===== config.mk =====
export PLATFORM = sky130hd
export DESIGN_NAME = mmio_uart_tx_flat
export DESIGN_NICKNAME = d
export VERILOG_FILES = /design/src/rtl/mmio_uart_tx_pkg.sv /design/src/rtl/mmio_uart_tx_if.sv /design/src/rtl/mmio_uart_tx_sync_fifo.sv /design/src/rtl/mmio_uart_tx.sv /design/src/flat_wrapper.sv
export SDC_FILE = /design/constraint.sdc
export NUM_CORES = 1
export LEC_CHECK = 0
export BUFFER_PORTS_ARGS = -buffer_cell sky130_fd_sc_hd__clkbuf_2
export CORE_MARGIN = 3
export CORE_UTILIZATION = 30
export CTS_BUF_LIST = sky130_fd_sc_hd__clkbuf_4
export DETAILED_ROUTE_END_ITERATION = 16
export GPL_TIMING_DRIVEN = 0
export HOLD_SLACK_MARGIN = 0.12
export PLACE_DENSITY_LB_ADDON = 0.3
export SKIP_CTS_REPAIR_TIMING = 1
export SYNTH_ARGS = -nofsm -noshare
export SYNTH_HDL_FRONTEND = slang
export SYNTH_SLANG_ARGS = --single-unit

===== constraint.sdc =====
create_clock -name clk -period 9.3 [get_ports clk]
set_clock_uncertainty 0.15 [all_clocks]
set_input_delay 1.86 -clock clk [delete_from_list [all_inputs] [get_ports clk]]
set_output_delay 1.86 -clock clk [all_outputs]
set_load 0.005 [all_outputs]

===== src/rtl/mmio_uart_tx_pkg.sv =====
// Shared definitions for the memory-mapped UART transmitter: FSM states,
// register offsets, STATUS/CTRL bit positions and the parity helper.
package mmio_uart_tx_pkg;

  typedef enum logic [2:0] {
    UART_IDLE,
    UART_START,
    UART_DATA,
    UART_PARITY,
    UART_STOP
  } uart_state_e;

  localparam logic [3:0] UART_TXDATA = 4'h0;
  localparam logic [3:0] UART_STATUS = 4'h4;
  localparam logic [3:0] UART_CTRL   = 4'h8;

  localparam int unsigned ST_BUSY       = 0;
  localparam int unsigned ST_FULL       = 1;
  localparam int unsigned ST_EMPTY      = 2;
  localparam int unsigned ST_OVF        = 3;
  localparam int unsigned ST_COUNT_LSB  = 4;
  localparam int unsigned ST_PARITY_CAP = 8;

  localparam int unsigned CTRL_CLR_OVF = 0;
  localparam int unsigned CTRL_FLUSH   = 1;

  function automatic logic even_parity(input logic [7:0] d);
    return ^d;
  endfunction

endpackage


===== src/rtl/mmio_uart_tx_if.sv =====
// CPU data-bus view of the UART register window.
interface mmio_uart_tx_if;
  logic        wr_sig;
  logic [31:0] addr;
  logic [31:0] wr_data;
  logic [31:0] rd_data;
  logic        hit;

  modport master (output wr_sig, addr, wr_data, input rd_data, hit);
  modport slave  (input wr_sig, addr, wr_data, output rd_data, hit);
endinterface


===== src/rtl/mmio_uart_tx_sync_fifo.sv =====
// Circular synchronous FIFO with push/pop/flush and occupancy count.
// A push while full is accepted only when a pop happens on the same edge.
module sync_fifo #(
  parameter int unsigned WIDTH = 8,
  parameter int unsigned DEPTH = 4,
  localparam int unsigned AW = $clog2(DEPTH),
  localparam int unsigned CW = AW + 1
) (
  input  logic             clk,
  input  logic             reset_n,
  input  logic             push,
  input  logic             pop,
  input  logic             flush,
  input  logic [WIDTH-1:0] wr_data,
  output logic [WIDTH-1:0] rd_data,
  output logic             full,
  output logic             empty,
  output logic [CW-1:0]    count
);

  logic [WIDTH-1:0] mem [DEPTH];
  logic [AW-1:0]    rd_ptr;
  logic [AW-1:0]    wr_ptr;
  logic             do_push;
  logic             do_pop;

  assign full    = (count == CW'(DEPTH));
  assign empty   = (count == '0);
  assign do_pop  = pop && !empty && !flush;
  assign do_push = push && (!full || do_pop) && !flush;
  assign rd_data = mem[rd_ptr];

  always_ff @(posedge clk) begin
    if (do_push) mem[wr_ptr] <= wr_data;
  end

  always_ff @(posedge clk or negedge reset_n) begin
    if (!reset_n) begin
      rd_ptr <= '0;
      wr_ptr <= '0;
      count  <= '0;
    end else if (flush) begin
      rd_ptr <= '0;
      wr_ptr <= '0;
      count  <= '0;
    end else begin
      if (do_push) wr_ptr <= wr_ptr + 1'b1;
      if (do_pop)  rd_ptr <= rd_ptr + 1'b1;
      count <= count + CW'(do_push) - CW'(do_pop);
    end
  end

endmodule


===== src/rtl/mmio_uart_tx.sv =====
// Memory-mapped 8N1 UART transmitter with a TX FIFO and STATUS/CTRL registers.
// Define UART_TX_PARITY_EN to append an even-parity bit to every frame.
module mmio_uart_tx
  import mmio_uart_tx_pkg::*;
#(
  parameter int unsigned CLKS_PER_BIT = 16,
  parameter logic [31:0] BASE_ADDR    = 32'h0001_0000,
  parameter int unsigned FIFO_DEPTH   = 4
) (
  input  logic           clk,
  input  logic           reset_n,
  mmio_uart_tx_if.slave  bus,
  output logic           tx
);

  localparam int unsigned CW = $clog2(FIFO_DEPTH) + 1;
  localparam int unsigned BW = (CLKS_PER_BIT > 1) ? $clog2(CLKS_PER_BIT) : 1;
  localparam logic [BW-1:0] BAUD_LAST = BW'(CLKS_PER_BIT - 1);

  logic [1:0]    word;
  logic          wr_txdata;
  logic          wr_ctrl;
  logic          flush;
  logic          clr_ovf;
  logic          pop;
  logic          ovf;
  logic          fifo_full;
  logic          fifo_empty;
  logic [CW-1:0] fifo_count;
  logic [7:0]    fifo_rd;
  logic [31:0]   status;
  logic          unused_bits;

  uart_state_e   state, state_nx;
  logic [BW-1:0] baud, baud_nx;
  logic [2:0]    bit_cnt, bit_cnt_nx;
  logic [7:0]    shift, shift_nx;
  logic          bit_end;
`ifdef UART_TX_PARITY_EN
  logic          par, par_nx;
`endif

  // The window is word-aligned, so the low address nibble selects the register.
  assign word      = bus.addr[3:2] - BASE_ADDR[3:2];
  assign bus.hit   = (bus.addr >= BASE_ADDR) && (bus.addr <= BASE_ADDR + 32'd8);
  assign wr_txdata = bus.wr_sig && bus.hit && (word == UART_TXDATA[3:2]);
  assign wr_ctrl   = bus.wr_sig && bus.hit && (word == UART_CTRL[3:2]);
  assign flush     = wr_ctrl && bus.wr_data[CTRL_FLUSH];
  assign clr_ovf   = wr_ctrl && bus.wr_data[CTRL_CLR_OVF];
  assign unused_bits = ^bus.wr_data[31:8];

  // A flush on the same edge must not let the FSM grab a byte being discarded.
  assign pop = (state == UART_IDLE) && !fifo_empty && !flush;

  sync_fifo #(
    .WIDTH(8),
    .DEPTH(FIFO_DEPTH)
  ) u_fifo (
    .clk     (clk),
    .reset_n (reset_n),
    .push    (wr_txdata),
    .pop     (pop),
    .flush   (flush),
    .wr_data (bus.wr_data[7:0]),
    .rd_data (fifo_rd),
    .full    (fifo_full),
    .empty   (fifo_empty),
    .count   (fifo_count)
  );

  always_ff @(posedge clk or negedge reset_n) begin
    if (!reset_n) begin
      ovf <= 1'b0;
    end else if (clr_ovf) begin
      ovf <= 1'b0;
    end else if (wr_txdata && fifo_full && !pop && !flush) begin
      ovf <= 1'b1;
    end
  end

  always_comb begin
    status                        = '0;
    status[ST_BUSY]               = (state != UART_IDLE);
    status[ST_FULL]               = fifo_full;
    status[ST_EMPTY]              = fifo_empty;
    status[ST_OVF]                = ovf;
    status[ST_COUNT_LSB +: 4]     = 4'(fifo_count);
`ifdef UART_TX_PARITY_EN
    status[ST_PARITY_CAP]         = 1'b1;
`endif
  end

  assign bus.rd_data = (bus.hit && (word == UART_STATUS[3:2])) ? status : '0;

  assign bit_end = (baud == BAUD_LAST);

  always_ff @(posedge clk or negedge reset_n) begin
    if (!reset_n) begin
      state   <= UART_IDLE;
      baud    <= '0;
      bit_cnt <= '0;
      shift   <= '0;
`ifdef UART_TX_PARITY_EN
      par     <= 1'b0;
`endif
    end else begin
      state   <= state_nx;
      baud    <= baud_nx;
      bit_cnt <= bit_cnt_nx;
      shift   <= shift_nx;
`ifdef UART_TX_PARITY_EN
      par     <= par_nx;
`endif
    end
  end

  always_comb begin
    state_nx   = state;
    baud_nx    = baud + 1'b1;
    bit_cnt_nx = bit_cnt;
    shift_nx   = shift;
`ifdef UART_TX_PARITY_EN
    par_nx     = par;
`endif
    case (state)
      UART_IDLE: begin
        baud_nx = '0;
        if (pop) begin
          shift_nx   = fifo_rd;
          bit_cnt_nx = '0;
`ifdef UART_TX_PARITY_EN
          par_nx     = even_parity(fifo_rd);
`endif
          state_nx   = UART_START;
        end
      end
      UART_START: begin
        if (bit_end) begin
          baud_nx  = '0;
          state_nx = UART_DATA;
        end
      end
      UART_DATA: begin
        if (bit_end) begin
          baud_nx    = '0;
          shift_nx   = shift >> 1;
          bit_cnt_nx = bit_cnt + 1'b1;
          if (bit_cnt == 3'd7) begin
`ifdef UART_TX_PARITY_EN
            state_nx = UART_PARITY;
`else
            state_nx = UART_STOP;
`endif
          end
        end
      end
`ifdef UART_TX_PARITY_EN
      UART_PARITY: begin
        if (bit_end) begin
          baud_nx  = '0;
          state_nx = UART_STOP;
        end
      end
`endif
      UART_STOP: begin
        if (bit_end) begin
          baud_nx  = '0;
          state_nx = UART_IDLE;
        end
      end
      default: begin
        baud_nx  = '0;
        state_nx = UART_IDLE;
      end
    endcase
  end

  always_comb begin
    tx = 1'b1;
    case (state)
      UART_START:  tx = 1'b0;
      UART_DATA:   tx = shift[0];
`ifdef UART_TX_PARITY_EN
      UART_PARITY: tx = par;
`endif
      default:     tx = 1'b1;
    endcase
  end

endmodule


===== src/flat_wrapper.sv =====
// flat-port wrapper written by rule: the top's interface ports become plain ports
module mmio_uart_tx_flat import mmio_uart_tx_pkg::*;
#(
  parameter int unsigned CLKS_PER_BIT = 16,
  parameter logic [31:0] BASE_ADDR    = 32'h0001_0000,
  parameter int unsigned FIFO_DEPTH   = 4
)
  (clk, reset_n, tx, bus_wr_sig, bus_addr, bus_wr_data, bus_rd_data, bus_hit);
  mmio_uart_tx_if bus_i ();
  input  logic clk;
  input  logic reset_n;
  output logic tx;
  input wire logic [$bits(bus_i.wr_sig)-1:0] bus_wr_sig;
  input wire logic [$bits(bus_i.addr)-1:0] bus_addr;
  input wire logic [$bits(bus_i.wr_data)-1:0] bus_wr_data;
  output wire logic [$bits(bus_i.rd_data)-1:0] bus_rd_data;
  output wire logic [$bits(bus_i.hit)-1:0] bus_hit;
  assign bus_i.wr_sig = bus_wr_sig;
  assign bus_i.addr = bus_addr;
  assign bus_i.wr_data = bus_wr_data;
  assign bus_rd_data = bus_i.rd_data;
  assign bus_hit = bus_i.hit;
  mmio_uart_tx #(.CLKS_PER_BIT(CLKS_PER_BIT), .BASE_ADDR(BASE_ADDR), .FIFO_DEPTH(FIFO_DEPTH)) u_core (.clk(clk), .reset_n(reset_n), .bus(bus_i), .tx(tx));
endmodule

==> impl_summary.log, run 1 <==
[metrics] core footprint: 0.00946 mm2
[metrics] clock power share: 0.342
[metrics] number of cells traversed by the worst hold path: 1
[metrics] antenna viol nets, final: 0
[metrics] setup repair after global routing missed its margin: false
[metrics] total clock buffers created by CTS: 9
[metrics] routed via count divided by cell count: 4.34
[metrics] Pre-antenna DRT Iters: 4
[metrics] Async S/R FF share, synth: 0.448
[metrics] clock edge transition at the registers on the reported setup and hold paths: 0.10 ns
[metrics] highest ir drop seen on vdd: 0.0553 mV
[metrics] CTS tree: built
[metrics] post-synthesis cell area: 0.00299 mm2
[metrics] Max-Cap Viols: 0
[metrics] setup tns final: 0 ns
[metrics] number of nets in the finished design: 388
[metrics] drt wl/cell: 13.1 um
[metrics] DPL Wire Length: 4.24 mm
[metrics] pin count of the biggest net entering global routing: 27
[metrics] arrival time of the worst setup path: 3.42 ns
[metrics] number of cell rows: 35
[metrics] filler cell count in the final layout: 959
[metrics] min cycle time layout: 5.43 ns
[metrics] fin cells: 445
[metrics] number of flip-flops and latches in the synthesized netlist: 58
[metrics] path depth of the worst reg2reg path: 13
[metrics] area enclosed by the die boundary: 0.0112 mm2
[metrics] die span in y: 106 um
[metrics] synthesized instance count: 225
[metrics] number of synthesized flops with an enable pin: 32
[metrics] sequential share of the synthesized area: 0.538
[metrics] count of pins on the block boundary: 101
[metrics] CTS root buf: sky130_fd_sc_hd__clkbuf_4
[metrics] deepest clock path buffer count: 2
[metrics] crit-path cells: clkbuf_2 > nor4b_1 > nand4_1 > nor3_1 > nand3b_1 > nor4_1 > clkbuf_2
[metrics] power spent charging and discharging nets: 0.114 mW
[metrics] via count of the first global-routing pass: 1951
[metrics] Avg Cell Area, Syn: 13.3 um2
[metrics] final worst path period share: 0.584
[metrics] worst setup slack for register-to-register paths: 5.91 ns
[metrics] Setup-failing EPs final: 0
[metrics] commonest register cell after synthesis: sky130_fd_sc_hd__edfxtp_1
[metrics] highest cell delay on the worst timing path: 0.39 ns
[metrics] Post-Route WL: 5.81 mm
[metrics] slew at the pin closest to its max-slew limit: 0.679 ns
[metrics] switch share: 0.251
[metrics] number of levels the H-tree was split into: 3
[metrics] total inserted antenna cells: 0
[metrics] worst path buffer plus inverter count: 2
[metrics] minimum hold slack: 0.350 ns
[metrics] cell area power density: 125 mW/mm2
[metrics] sequential share of power: 0.599
[metrics] end of the worst register-to-register path: u_core.u_fifo.count[2]$_DFF_PN0_
[metrics] overall fraction of global-route tracks in use: 0.110
[metrics] design area: 0.00361 mm2
[metrics] Warnings, synthesis: 0
[metrics] hold worst-path end: u_core.state[2]$_DFFE_PN0P_
[metrics] count of routing violations after the opening detailed-route iteration: 68
[metrics] min-delay worst type: reg -> reg
[metrics] critical register-to-register path startpoint: u_core.state[2]$_DFFE_PN0P_
[metrics] CP endpoint kind: output pin
[metrics] top cell family by delay on the critical path: simple AND/OR/NAND/NOR gates
[metrics] reported leakage power: 1.57 nW
[metrics] antenna violations before repair: 0
[metrics] Slew Limit Fails: 0
[metrics] fraction of power consumed by combinational cells: 0.059
[metrics] most frequent cell on the critical path: sky130_fd_sc_hd__clkbuf_2
[metrics] hold violation count in the final report: 0
[metrics] final weighted congestion of routability-driven global placement: 0.777
[metrics] Achievable Freq: 184 MHz
[metrics] headroom to the max-slew limit: 0.547
[metrics] share of layout cells above drive strength 1: 0.415
[metrics] detailed-route via count: 1933
[metrics] area growth from synthesis to layout: 20.7%
[metrics] nature of the critical path startpoint: input port
[metrics] number of clock sinks: 58
[metrics] outcome: complete, no violations
[metrics] worst setup path category: in -> out
[metrics] internal power summed over all cells: 0.339 mW
[metrics] overall overflow remaining after global route: 0
[metrics] global-route wire length before repair: 9.63 mm
[metrics] worst-skew pair later-pin latency: 0.40 ns
[metrics] maximum fanout encountered on the critical timing path: 4
[metrics] Die Width: 106 um
[metrics] cell type of the slowest stage on the worst timing path: sky130_fd_sc_hd__nor3_1
[metrics] startpoint of the worst hold path: u_core.state[0]$_DFFE_PN0P_
[metrics] number of placed instances with taps included: 429
[metrics] number of distinct library cell variants in the gate-level netlist after synthesis: 54
[metrics] count of port buffers added during placement: 51
[metrics] area after detailed placement: 0.00350 mm2
[metrics] residual DRC count: 0
[metrics] required time worst endpoint: 7.29 ns
[metrics] initial cell density of the core: 0.316
[cells in the final DEF (no fill, tap or decap), types with 5 or more instances in the layout]
cell type,synthesis,routed
sky130_fd_sc_hd__a21oi_1,6,6
sky130_fd_sc_hd__and2_1,5,5
sky130_fd_sc_hd__buf_4,25,25
sky130_fd_sc_hd__clkbuf_2,1,52
sky130_fd_sc_hd__clkbuf_4,0,9
sky130_fd_sc_hd__conb_1,1,25
sky130_fd_sc_hd__dfrtp_1,26,26
sky130_fd_sc_hd__edfxtp_1,32,32
sky130_fd_sc_hd__ha_1,9,9
sky130_fd_sc_hd__inv_1,11,11
sky130_fd_sc_hd__mux2_2,7,7
sky130_fd_sc_hd__mux2_4,7,7
sky130_fd_sc_hd__mux4_2,8,8
sky130_fd_sc_hd__nand2_1,7,7
sky130_fd_sc_hd__nor2_1,12,12
sky130_fd_sc_hd__nor2b_1,5,5
[Yosys cell counts (2+ instances only)]
library cell / number / share of area
sky130_fd_sc_hd__mux4_2: 8 / 0.060
sky130_fd_sc_hd__nor2b_1: 5 / 0.010
sky130_fd_sc_hd__and2_1: 5 / 0.010
sky130_fd_sc_hd__nor4_1: 4 / 0.0084
sky130_fd_sc_hd__xnor2_1: 3 / 0.0088
sky130_fd_sc_hd__mux2_2: 7 / 0.026
sky130_fd_sc_hd__nand4b_1: 2 / 0.0059
sky130_fd_sc_hd__a31oi_1: 2 / 0.0042
sky130_fd_sc_hd__and3_2: 4 / 0.010
sky130_fd_sc_hd__xor2_1: 2 / 0.0059
sky130_fd_sc_hd__inv_1: 11 / 0.014
sky130_fd_sc_hd__clkbuf_1: 3 / 0.0038
sky130_fd_sc_hd__nor4_2: 2 / 0.0084
sky130_fd_sc_hd__mux2i_1: 2 / 0.0067
sky130_fd_sc_hd__nand2_1: 7 / 0.0088
sky130_fd_sc_hd__ha_1: 9 / 0.038
sky130_fd_sc_hd__o32ai_1: 2 / 0.0059
sky130_fd_sc_hd__o21ai_0: 4 / 0.0067
sky130_fd_sc_hd__mux2_4: 7 / 0.035
sky130_fd_sc_hd__dfrtp_1: 26 / 0.22
sky130_fd_sc_hd__edfxtp_1: 32 / 0.32
sky130_fd_sc_hd__a21oi_1: 6 / 0.010
sky130_fd_sc_hd__nand3_1: 2 / 0.0033
sky130_fd_sc_hd__nor2_1: 12 / 0.015
sky130_fd_sc_hd__buf_4: 25 / 0.063
sky130_fd_sc_hd__nor3_1: 4 / 0.0067
sky130_fd_sc_hd__and3_1: 2 / 0.0042
[through the flow]
step	utilization	power (mW)	worst slack [ns]
floorplan	-	0.289	4.24
global placement	0.370	0.303	3.88
detailed placement	0.370	0.303	3.82
CTS	0.382	0.457	3.81
global route	0.382	0.474	3.64
finish	0.382	0.453	3.87
[flip-flops by register name (all words and copies together), names as in the netlist]
name	flops
u_core.state	3
u_core.bit_cnt	3
u_core.u_fifo.rd_ptr	2
u_core.u_fifo.wr_ptr	2
u_core.u_fifo.count	3
u_core.shift	8
u_core.baud	4
u_core.u_fifo.mem	32
u_core.ovf	1
[worst max path at each step]
stage | endpoint | cells past startpoint | slack (ns) | start
after floorplan | bus_rd_data[2] | 4 | 4.24 | bus_addr[28]
after global placement | bus_rd_data[2] | 7 | 3.88 | bus_addr[10]
after detailed placement | bus_rd_data[2] | 7 | 3.82 | bus_addr[10]
after CTS | bus_rd_data[2] | 7 | 3.81 | bus_addr[10]
after global routing | bus_rd_data[2] | 7 | 3.64 | bus_addr[10]
final | bus_rd_data[2] | 7 | 3.87 | bus_addr[10]
[logic make-up after synthesis]
family / count (synthesis) / share of synthesized area
DFF: 58 / 0.538
muxes: 25 / 0.132
and+or+nand+nor: 61 / 0.131
adders and majority gates: 10 / 0.0443
buffers and inverters: 43 / 0.0886
xor gates and xnor gates: 5 / 0.0146
other: 1 / 0.00125
AOI/OAI and AO/OA: 22 / 0.0493
[power groups by stage]
stage / Combinational [mW] / Sequential (mW) / Clock (mW)
after floorplan: 0.0123 / 0.277 / 0
after global placement: 0.0259 / 0.277 / 0
after detailed placement: 0.0263 / 0.277 / 0
after CTS: 0.0265 / 0.271 / 0.159
after global routing: 0.0301 / 0.271 / 0.173
final: 0.0265 / 0.271 / 0.155
[layout make-up]
class                   count  area, um2  share of cell area
well taps                 129        161              0.0447
clock buffers               9       67.6              0.0187
repair buffers             51        255              0.0707
multi-input cells         148       1210               0.334
flip-flops and latches     58       1610               0.446
plain buffers              32        224              0.0620
inverters                  11       41.3              0.0114
clock inverters             7       45.0              0.0125
[layer usage]
metal | global-route usage | wire, um | share of wire | up-vias
met5 | 0 | 0 | 0 | -
met2 | 0.189 | 3080 | 0.53 | 36
met3 | 0.0294 | 210 | 0.036 | 9
li1 | - | - | - | 947
met1 | 0.130 | 2430 | 0.42 | 941
met4 | 0.0463 | 96 | 0.017 | 0
Power figures use the tool's default switching activity.
==> run 2: changes to the inputs <==
--- a/config.mk
+++ b/config.mk
@@ -5,6 +5,7 @@
 export SDC_FILE = /design/constraint.sdc
 export NUM_CORES = 1
 export LEC_CHECK = 0
+export ABC_AREA = 1
 export BUFFER_PORTS_ARGS = -buffer_cell sky130_fd_sc_hd__clkbuf_2
 export CORE_MARGIN = 3
 export CORE_UTILIZATION = 30
==> constraint.sdc (replaced) <==
create_clock -name clk -period 5.1 [get_ports clk]
set_clock_uncertainty 0.15 [all_clocks]
set_input_delay 1.02 -clock clk [delete_from_list [all_inputs] [get_ports clk]]
set_output_delay 1.02 -clock clk [all_outputs]
set_load 0.005 [all_outputs]
==> run 2 against run 1 <==
Die area increased by 3.2%; via count increased by 20%; clock power grew 100%; register-to-register slack got worse by 3.5 ns; area after synthesis increased by 3.4%; hold slack got worse by 0.018 ns; sequential cell count is the same; first-iteration DRC count down 4.4%; sequential power grew 110%; critical path type unchanged.
==> impl_summary.log, run 2 <==
[metrics] Final Util: 0.377 (was 0.382)
[metrics] number of flip-flops in the largest register: 32 (unchanged)
[metrics] share of the synthesized area in the top cell type: 0.311 (was 0.321)
[metrics] area enclosed by the die boundary: 0.0116 mm2 (was 0.0112 mm2)
[metrics] overall overflow remaining after global route: 0 (unchanged)
[metrics] Setup-failing EPs final: 0 (unchanged)
[metrics] setup tns final: 0 ns (unchanged)
[metrics] number of flip-flops and latches in the synthesized netlist: 58 (unchanged)
[metrics] post-synthesis cell area: 0.00309 mm2 (was 0.00299 mm2)
[metrics] worst path buffer plus inverter count: 2 (unchanged)
[metrics] setup repair after global routing missed its margin: false (unchanged)
[metrics] DPL Wire Length: 4.51 mm (was 4.24 mm)
[metrics] cell type of the slowest stage on the worst timing path: sky130_fd_sc_hd__nand3_1 (was sky130_fd_sc_hd__nor3_1)
[metrics] Largest Register: u_core.u_fifo.mem (unchanged)
[metrics] library cell with the highest instance count after synthesis: sky130_fd_sc_hd__nand2_1 (was sky130_fd_sc_hd__edfxtp_1)
[metrics] slew at the pin closest to its max-slew limit: 0.820 ns (was 0.679 ns)
[metrics] crit-path cells: clkbuf_2 > nor2_1 > nand2_1 > nor2_2 > nand3_2 > nor2_4 > nand3_1 > nor4_1 > clkbuf_2 (was clkbuf_2 > nor4b_1 > nand4_1 > nor3_1 > nand3b_1 > nor4_1 > clkbuf_2)
[metrics] Warnings, synthesis: 0 (unchanged)
[metrics] minimum hold slack: 0.332 ns (was 0.350 ns)
[metrics] Post-Route WL: 6.03 mm (was 5.81 mm)
[metrics] overall fraction of global-route tracks in use: 0.108 (was 0.110)
[metrics] final weighted congestion of routability-driven global placement: 0.769 (was 0.777)
[metrics] worst setup path category: in -> out (unchanged)
[metrics] Die Width: 108 um (was 106 um)
[metrics] detailed-route via count: 2322 (was 1933)
[metrics] nature of the critical path startpoint: input port (unchanged)
[metrics] drt wl/cell: 11.0 um (was 13.1 um)
[metrics] top library cells by usage in the layout, fill and taps aside: 68 x sky130_fd_sc_hd__nand2_1, 51 x sky130_fd_sc_hd__clkbuf_2, 39 x sky130_fd_sc_hd__nor2_1 (was 52 x sky130_fd_sc_hd__clkbuf_2, 32 x sky130_fd_sc_hd__edfxtp_1, 26 x sky130_fd_sc_hd__dfrtp_1)
[metrics] required time worst endpoint: 3.93 ns (was 7.29 ns)
[metrics] area of all sequential standard cells: 0.00161 mm2 (unchanged)
[metrics] routed via count divided by cell count: 4.23 (was 4.34)
[metrics] pin count of the biggest net entering global routing: 27 (unchanged)
[metrics] headroom to the max-slew limit: 0.451 (was 0.547)
[metrics] most frequent cell on the critical path: sky130_fd_sc_hd__clkbuf_2 (unchanged)
[metrics] CTS root buf: sky130_fd_sc_hd__clkbuf_4 (unchanged)
[metrics] Async S/R FF share, synth: 0.448 (unchanged)
[metrics] maximum fanout encountered on the critical timing path: 7 (was 4)
[metrics] ranking of synthesized cells by instance count: 68 x sky130_fd_sc_hd__nand2_1, 39 x sky130_fd_sc_hd__nor2_1, 32 x sky130_fd_sc_hd__edfxtp_1, 32 x sky130_fd_sc_hd__inv_1, 26 x sky130_fd_sc_hd__dfrtp_1 (was 32 x sky130_fd_sc_hd__edfxtp_1, 26 x sky130_fd_sc_hd__dfrtp_1, 25 x sky130_fd_sc_hd__buf_4)
[metrics] worst setup slack after layout: 1.66 ns (was 3.87 ns)
[metrics] Achievable Freq: 291 MHz
[metrics] number of clock sinks: 58 (unchanged)
[metrics] cell area power density: 307 mW/mm2 (was 125 mW/mm2)
[metrics] antenna violations before repair: 0 (unchanged)
[metrics] count of routing violations after the opening detailed-route iteration: 65 (was 68)
[metrics] arrival time of the worst setup path: 2.27 ns (was 3.42 ns)
[metrics] Max-Cap Viols: 0 (unchanged)
[metrics] top cell family by delay on the critical path: simple AND/OR/NAND/NOR gates (unchanged)
[metrics] sum of internal, switching and leakage power: 1.15 mW (was 0.453 mW)
[metrics] number of synthesized flops with an enable pin: 32 (unchanged)
[metrics] final worst path period share: 0.675
[metrics] CTS tree: built (unchanged)
[metrics] worst-skew pair later-pin latency: 0.40 ns (about the same)
[metrics] post-place setup slack: 1.53 ns (was 3.82 ns)
[metrics] synthesized instance count: 326 (was 225)
[metrics] filler cell count in the final layout: 1013 (was 959)
[metrics] initial cell density of the core: 0.312 (was 0.316)
[metrics] total inserted antenna cells: 0 (unchanged)
[metrics] count of port buffers added during placement: 51 (unchanged)
[metrics] biggest registers after layout: u_core.u_fifo.mem: 32 flops, u_core.shift: 8 flops, u_core.baud: 4 flops (unchanged)
[metrics] share of layout cells above drive strength 1: 0.284 (was 0.415)
[metrics] largest area contributor in the netlist: sky130_fd_sc_hd__edfxtp_1 (unchanged)
[metrics] multi-input gate area in the final layout: 0.00120 mm2 (was 0.00121 mm2)
[metrics] sequential share of the synthesized area: 0.521 (was 0.538)
[metrics] highest cell delay on the worst timing path: 0.23 ns (was 0.39 ns)
[metrics] residual DRC count: 0 (unchanged)
[metrics] Avg Cell Area, Syn: 9.49 um2 (was 13.3 um2)
[metrics] area growth from synthesis to layout: 20.6% (was 20.7%)
[metrics] deepest clock path buffer count: 2 (unchanged)
[metrics] die span in y: 108 um (was 106 um)
[metrics] commonest register cell after synthesis: sky130_fd_sc_hd__edfxtp_1 (unchanged)
[metrics] most common library cell in the layout ignoring fill and taps: sky130_fd_sc_hd__nand2_1 (was sky130_fd_sc_hd__clkbuf_2)
[metrics] Pre-antenna DRT Iters: 4 (unchanged)
[metrics] hold violation count in the final report: 0 (unchanged)
[metrics] via count of the first global-routing pass: 2144 (was 1951)
[metrics] reported leakage power: 1.77 nW (was 1.57 nW)
[metrics] number of levels the H-tree was split into: 3 (unchanged)
[metrics] outcome: complete, no violations (unchanged)
[metrics] min-delay worst type: reg -> reg (unchanged)
[metrics] number of cell rows: 36 (was 35)
[metrics] min cycle time layout: 3.44 ns
[metrics] total clock buffers created by CTS: 9 (unchanged)
[metrics] count of pins on the block boundary: 101 (unchanged)
[metrics] CP endpoint kind: output pin (unchanged)
[metrics] number of nets in the finished design: 489 (was 388)
[metrics] Slew Limit Fails: 0 (unchanged)
[metrics] number of distinct library cell variants in the gate-level netlist after synthesis: 36 (was 54)
[metrics] highest ir drop seen on vdd: 0.182 mV (was 0.0553 mV)
[metrics] cell types occupying the most area after synthesis: sky130_fd_sc_hd__edfxtp_1 31%, sky130_fd_sc_hd__dfrtp_1 21%, sky130_fd_sc_hd__nand2_1 8.2% (was sky130_fd_sc_hd__edfxtp_1 32%, sky130_fd_sc_hd__dfrtp_1 22%, sky130_fd_sc_hd__buf_4 6.3%)
[metrics] global-route wire length before repair: 9.98 mm (was 9.63 mm)
[metrics] clock edge transition at the registers on the reported setup and hold paths: 0.09 ns (was 0.10 ns)
[metrics] core footprint: 0.00991 mm2 (was 0.00946 mm2)
[metrics] antenna viol nets, final: 0 (unchanged)
==> run 2: cell count changes after synthesis, moves of 8 or more <==
cell | before | now
sky130_fd_sc_hd__inv_1 | 11 | 32
sky130_fd_sc_hd__nand2_2 | 0 | 13
sky130_fd_sc_hd__mux4_2 | 8 | 0
sky130_fd_sc_hd__nand4_1 | 1 | 12
sky130_fd_sc_hd__nand2_1 | 7 | 68
sky130_fd_sc_hd__nand3_1 | 2 | 13
sky130_fd_sc_hd__nor2_1 | 12 | 39
==> run 2: per-layer routing <==
layer | global-route usage | share of wire | vias to the layer above
li1 | - | - | 1207
met1 | 0.138 | 0.44 | 1033
met2 | 0.179 | 0.48 | 77
met3 | 0.0330 | 0.066 | 5
met4 | 0.0280 | 0.0071 | 0
met5 | 0 | 0 | -
==> run 2: worst paths after layout <==
| kind | start | to | slack (ns) | cells after the start |
|---|---|---|---|---|
| min in group asynchronous | reset_n | u_core.u_fifo.rd_ptr[0]$_DFFE_PN0P_ | 0.50 | 1 |
| max reg2reg | u_core.state[2]$_DFFE_PN0P_ | u_core.u_fifo.count[2]$_DFF_PN0_ | 2.40 | 16 |
| min | u_core.baud[0]$_DFF_PN0_ | u_core.baud[0]$_DFF_PN0_ | 0.33 | 1 |
| min reg2reg | u_core.baud[0]$_DFF_PN0_ | u_core.baud[0]$_DFF_PN0_ | 0.33 | 1 |
| max | bus_addr[29] | bus_rd_data[1] | 1.66 | 9 |
| max in group asynchronous | reset_n | u_core.u_fifo.count[2]$_DFF_PN0_ | 3.85 | 1 |
==> run 2: logic make-up after synthesis <==
kind of cell               after synthesis  synth area share
and+or+nand+nor                        160             0.248
buffers and inverters                   66             0.119
DFF                                     58             0.521
AOI/OAI and AO/OA                       28            0.0590
adders and majority gates               10            0.0429
xor gates and xnor gates                 3           0.00849
other                                    1           0.00121
==> run 2: worst reg2reg max path: stages, from the launching register on <==
cell                      delay [ns]
sky130_fd_sc_hd__dfrtp_1        0.42
sky130_fd_sc_hd__nor2_1         0.14
sky130_fd_sc_hd__inv_1          0.11
sky130_fd_sc_hd__nor2_4         0.15
sky130_fd_sc_hd__nand2_1        0.10
sky130_fd_sc_hd__inv_1          0.12
sky130_fd_sc_hd__nand2_4        0.09
sky130_fd_sc_hd__nand2_2        0.09
sky130_fd_sc_hd__nand2_2        0.10
sky130_fd_sc_hd__ha_1           0.29
sky130_fd_sc_hd__inv_1          0.05
sky130_fd_sc_hd__ha_1           0.13
sky130_fd_sc_hd__inv_1          0.04
sky130_fd_sc_hd__fa_1           0.37
sky130_fd_sc_hd__xnor2_1        0.14
sky130_fd_sc_hd__nand2_1        0.06
sky130_fd_sc_hd__inv_1          0.04
==> run 2: layout make-up <==
type	instances	area share
buffer	33	0.0657
clock buffer	9	0.0181
clock inverter	6	0.0158
inverter	33	0.0332
multi-input combinational	226	0.322
sequential	58	0.432
tap	133	0.0446
timing repair buffer	51	0.0684
==> run 2: metrics by stage <==
step                      cells  instance area [um2]
after floorplan             350                 3180
after CTS                   549                 3730
after detailed placement    534                 3610
after global routing        549                 3730
final                       549                 3730
after global placement      534                 3610
==> run 2: power by group <==
part / internal [mW] / leakage [nW] / switching (mW)
combinational: 0.123 / 1.12 / 0.140
sequential: 0.540 / 0.586 / 0.0298
clock: 0.143 / 0.0652 / 0.170
==> run 3: changes to the inputs <==
==> constraint.sdc (replaced) <==
create_clock -name clk -period 2.8 [get_ports clk]
set_clock_uncertainty 0.15 [all_clocks]
set_input_delay 0.56 -clock clk [delete_from_list [all_inputs] [get_ports clk]]
set_output_delay 0.56 -clock clk [all_outputs]
set_load 0.005 [all_outputs]
==> run 3 against run 2 <==
Clock power rose by 65%; first-iteration DRC count rose by 110%; cell count rose by 2.0%; sequential power rose by 82%; combinational power rose by 85%; clock-buffer cell count did not move; utilization rose by 0.78 points; critical path depth rose by 7; hold slack got worse by 0.11 ns; via count rose by 4.7%; worst setup slack got worse by 1.4 ns; wire length rose by 6.4%.
==> impl_summary.log, run 3 (synthesized netlist as in run 2, its figures left out) <==
[metrics] final weighted congestion of routability-driven global placement: 0.765 (was 0.769)
[metrics] routed via count divided by cell count: 4.34 (was 4.23)
[metrics] outcome: complete, no violations (unchanged)
[metrics] share of layout cells above drive strength 1: 0.309 (was 0.284)
[metrics] area enclosed by the die boundary: 0.0116 mm2 (unchanged)
[metrics] overall fraction of global-route tracks in use: 0.115 (was 0.108)
[metrics] drt wl/cell: 11.5 um (was 11.0 um)
[metrics] min cycle time layout: 2.58 ns
[metrics] hold violation count in the final report: 0 (unchanged)
[metrics] Achievable Freq: 387 MHz
[metrics] Post-Route WL: 6.42 mm (was 6.03 mm)
[metrics] overall overflow remaining after global route: 0 (unchanged)
[metrics] residual DRC count: 0 (unchanged)
[metrics] die span in y: 108 um (unchanged)
[metrics] number of levels the H-tree was split into: 3 (unchanged)
[metrics] Pre-antenna DRT Iters: 4 (unchanged)
[metrics] total inserted antenna cells: 0 (unchanged)
[metrics] Slew Limit Fails: 0 (unchanged)
[metrics] global-route wire length before repair: 10.5 mm (was 9.98 mm)
[metrics] number of cell rows: 36 (unchanged)
[metrics] Largest Register: u_core.u_fifo.mem (unchanged)
[metrics] worst setup slack after layout: 0.217 ns (was 1.66 ns)
[metrics] final worst path period share: 0.923
[metrics] antenna violations before repair: 0 (unchanged)
[metrics] count of port buffers added during placement: 51 (unchanged)
[metrics] number of flip-flops in the largest register: 32 (unchanged)
[metrics] CP endpoint kind: flip-flop (was output pin)
[metrics] most common library cell in the layout ignoring fill and taps: sky130_fd_sc_hd__nand2_1 (unchanged)
[metrics] minimum hold slack: 0.226 ns (was 0.332 ns)
[metrics] top library cells by usage in the layout, fill and taps aside: 68 x sky130_fd_sc_hd__nand2_1, 51 x sky130_fd_sc_hd__clkbuf_2, 38 x sky130_fd_sc_hd__nor2_1 (was 68 x sky130_fd_sc_hd__nand2_1, 51 x sky130_fd_sc_hd__clkbuf_2, 39 x sky130_fd_sc_hd__nor2_1)
[metrics] count of pins on the block boundary: 101 (unchanged)
[metrics] biggest registers after layout: u_core.u_fifo.mem: 32 flops, u_core.shift: 8 flops, u_core.baud: 4 flops (unchanged)
[metrics] nature of the critical path startpoint: flip-flop (was input port)
[metrics] DPL Wire Length: 4.61 mm (was 4.51 mm)
[metrics] worst-skew pair later-pin latency: 0.40 ns (about the same)
[metrics] clock edge transition at the registers on the reported setup and hold paths: 0.11 ns (was 0.09 ns)
[metrics] setup tns final: 0 ns (unchanged)
[metrics] CTS tree: built (unchanged)
[metrics] slew at the pin closest to its max-slew limit: 0.838 ns (was 0.820 ns)
[metrics] reported leakage power: 1.81 nW (was 1.77 nW)
[metrics] filler cell count in the final layout: 1016 (was 1013)
[metrics] via count of the first global-routing pass: 2256 (was 2144)
[metrics] antenna viol nets, final: 0 (unchanged)
[metrics] required time worst endpoint: 2.99 ns (was 3.93 ns)
[metrics] deepest clock path buffer count: 2 (unchanged)
[metrics] CTS root buf: sky130_fd_sc_hd__clkbuf_4 (unchanged)
[metrics] area growth from synthesis to layout: 23.1% (was 20.6%)
[metrics] Setup-failing EPs final: 0 (unchanged)
[metrics] pin count of the biggest net entering global routing: 27 (unchanged)
[metrics] highest ir drop seen on vdd: 0.351 mV (was 0.182 mV)
[metrics] Die Width: 108 um (unchanged)
[metrics] core footprint: 0.00991 mm2 (unchanged)
[metrics] min-delay worst type: in -> reg (was reg -> reg)
[metrics] headroom to the max-slew limit: 0.439 (was 0.451)
[metrics] Final Util: 0.384 (was 0.377)
[metrics] maximum fanout encountered on the critical timing path: 5 (was 7)
[metrics] area after detailed placement: 0.00361 mm2 (about the same)
[metrics] design area: 0.00381 mm2 (was 0.00373 mm2)
[metrics] number of nets in the finished design: 499 (was 489)
[metrics] Max-Cap Viols: 0 (unchanged)
[metrics] count of routing violations after the opening detailed-route iteration: 137 (was 65)
[metrics] post-place setup slack: -0.308 ns (was 1.53 ns)
[metrics] worst setup path category: reg -> reg (was in -> out)
[metrics] setup repair after global routing missed its margin: false (unchanged)
[metrics] cell area power density: 536 mW/mm2 (was 307 mW/mm2)
[metrics] initial cell density of the core: 0.312 (unchanged)
[metrics] number of clock sinks: 58 (unchanged)
[metrics] total clock buffers created by CTS: 9 (unchanged)
[metrics] arrival time of the worst setup path: 2.77 ns (was 2.27 ns)
[metrics] detailed-route via count: 2431 (was 2322)
[run 3: final timing paths]
kind                                              from                                  end  slack (ns)  depth (start not counted)
setup / recovery           u_core.state[2]$_DFFE_PN0P_     u_core.u_fifo.count[2]$_DFF_PN0_        0.22                         16
hold / removal                          bus_wr_data[6]    u_core.u_fifo.mem[2][6]$_DFFE_PP_        0.23                          1
setup reg to reg           u_core.state[2]$_DFFE_PN0P_     u_core.u_fifo.count[2]$_DFF_PN0_        0.22                         16
hold reg to reg               u_core.baud[0]$_DFF_PN0_             u_core.baud[0]$_DFF_PN0_        0.33                          1
max in group asynchronous                      reset_n  u_core.u_fifo.rd_ptr[0]$_DFFE_PN0P_        1.48                          2
min in group asynchronous                      reset_n  u_core.u_fifo.rd_ptr[1]$_DFFE_PN0P_        0.57                          2
[run 3: layout make-up]
type | instances | area, um2 | area share
Clock inverter | 7 | 45.0 | 0.0118
Timing Repair Buffer | 61 | 333 | 0.0874
Inverter | 33 | 124 | 0.0325
Buffer | 33 | 245 | 0.0644
Clock buffer | 9 | 67.6 | 0.0177
Multi-Input combinational cell | 226 | 1220 | 0.320
Sequential cell | 58 | 1610 | 0.423
Tap cell | 133 | 166 | 0.0437
[run 3: stage by stage]
stage | instances | power (mW)
after floorplan | 350 | 1.42
after detailed placement | 534 | 1.55
after CTS | 550 | 2.06
after global routing | 560 | 2.18
final | 560 | 2.04
after global placement | 534 | 1.53
[run 3: worst max-delay path, stage by stage, from the launching register on]
cell,delay (ns)
sky130_fd_sc_hd__dfrtp_1,0.43
sky130_fd_sc_hd__nor2_2,0.16
sky130_fd_sc_hd__inv_2,0.08
sky130_fd_sc_hd__nor2_4,0.13
sky130_fd_sc_hd__nand2_1,0.11
sky130_fd_sc_hd__inv_2,0.10
sky130_fd_sc_hd__nand2_4,0.08
sky130_fd_sc_hd__nand2_2,0.09
sky130_fd_sc_hd__nand2_2,0.06
sky130_fd_sc_hd__ha_1,0.27
sky130_fd_sc_hd__inv_1,0.05
sky130_fd_sc_hd__ha_1,0.12
sky130_fd_sc_hd__inv_1,0.04
sky130_fd_sc_hd__fa_1,0.37
sky130_fd_sc_hd__xnor2_1,0.16
sky130_fd_sc_hd__nand2_1,0.07
sky130_fd_sc_hd__inv_1,0.05
[run 3: metal layers]
layer	vias to the layer above	share of wire	global-route usage
li1	1225	-	-
met3	8	0.067	0.0282
met5	-	0	0
met2	78	0.49	0.194
met1	1120	0.43	0.142
met4	0	0.011	0.0388
[run 3: where the power goes]
part | total, mW | internal [mW] | leakage [nW] | switching [mW]
clock | 0.517 | 0.178 | 0.0558 | 0.338
sequential | 1.04 | 0.984 | 0.586 | 0.0538
combinational | 0.487 | 0.227 | 1.17 | 0.260
total | 2.04 | 1.39 | 1.81 | 0.652
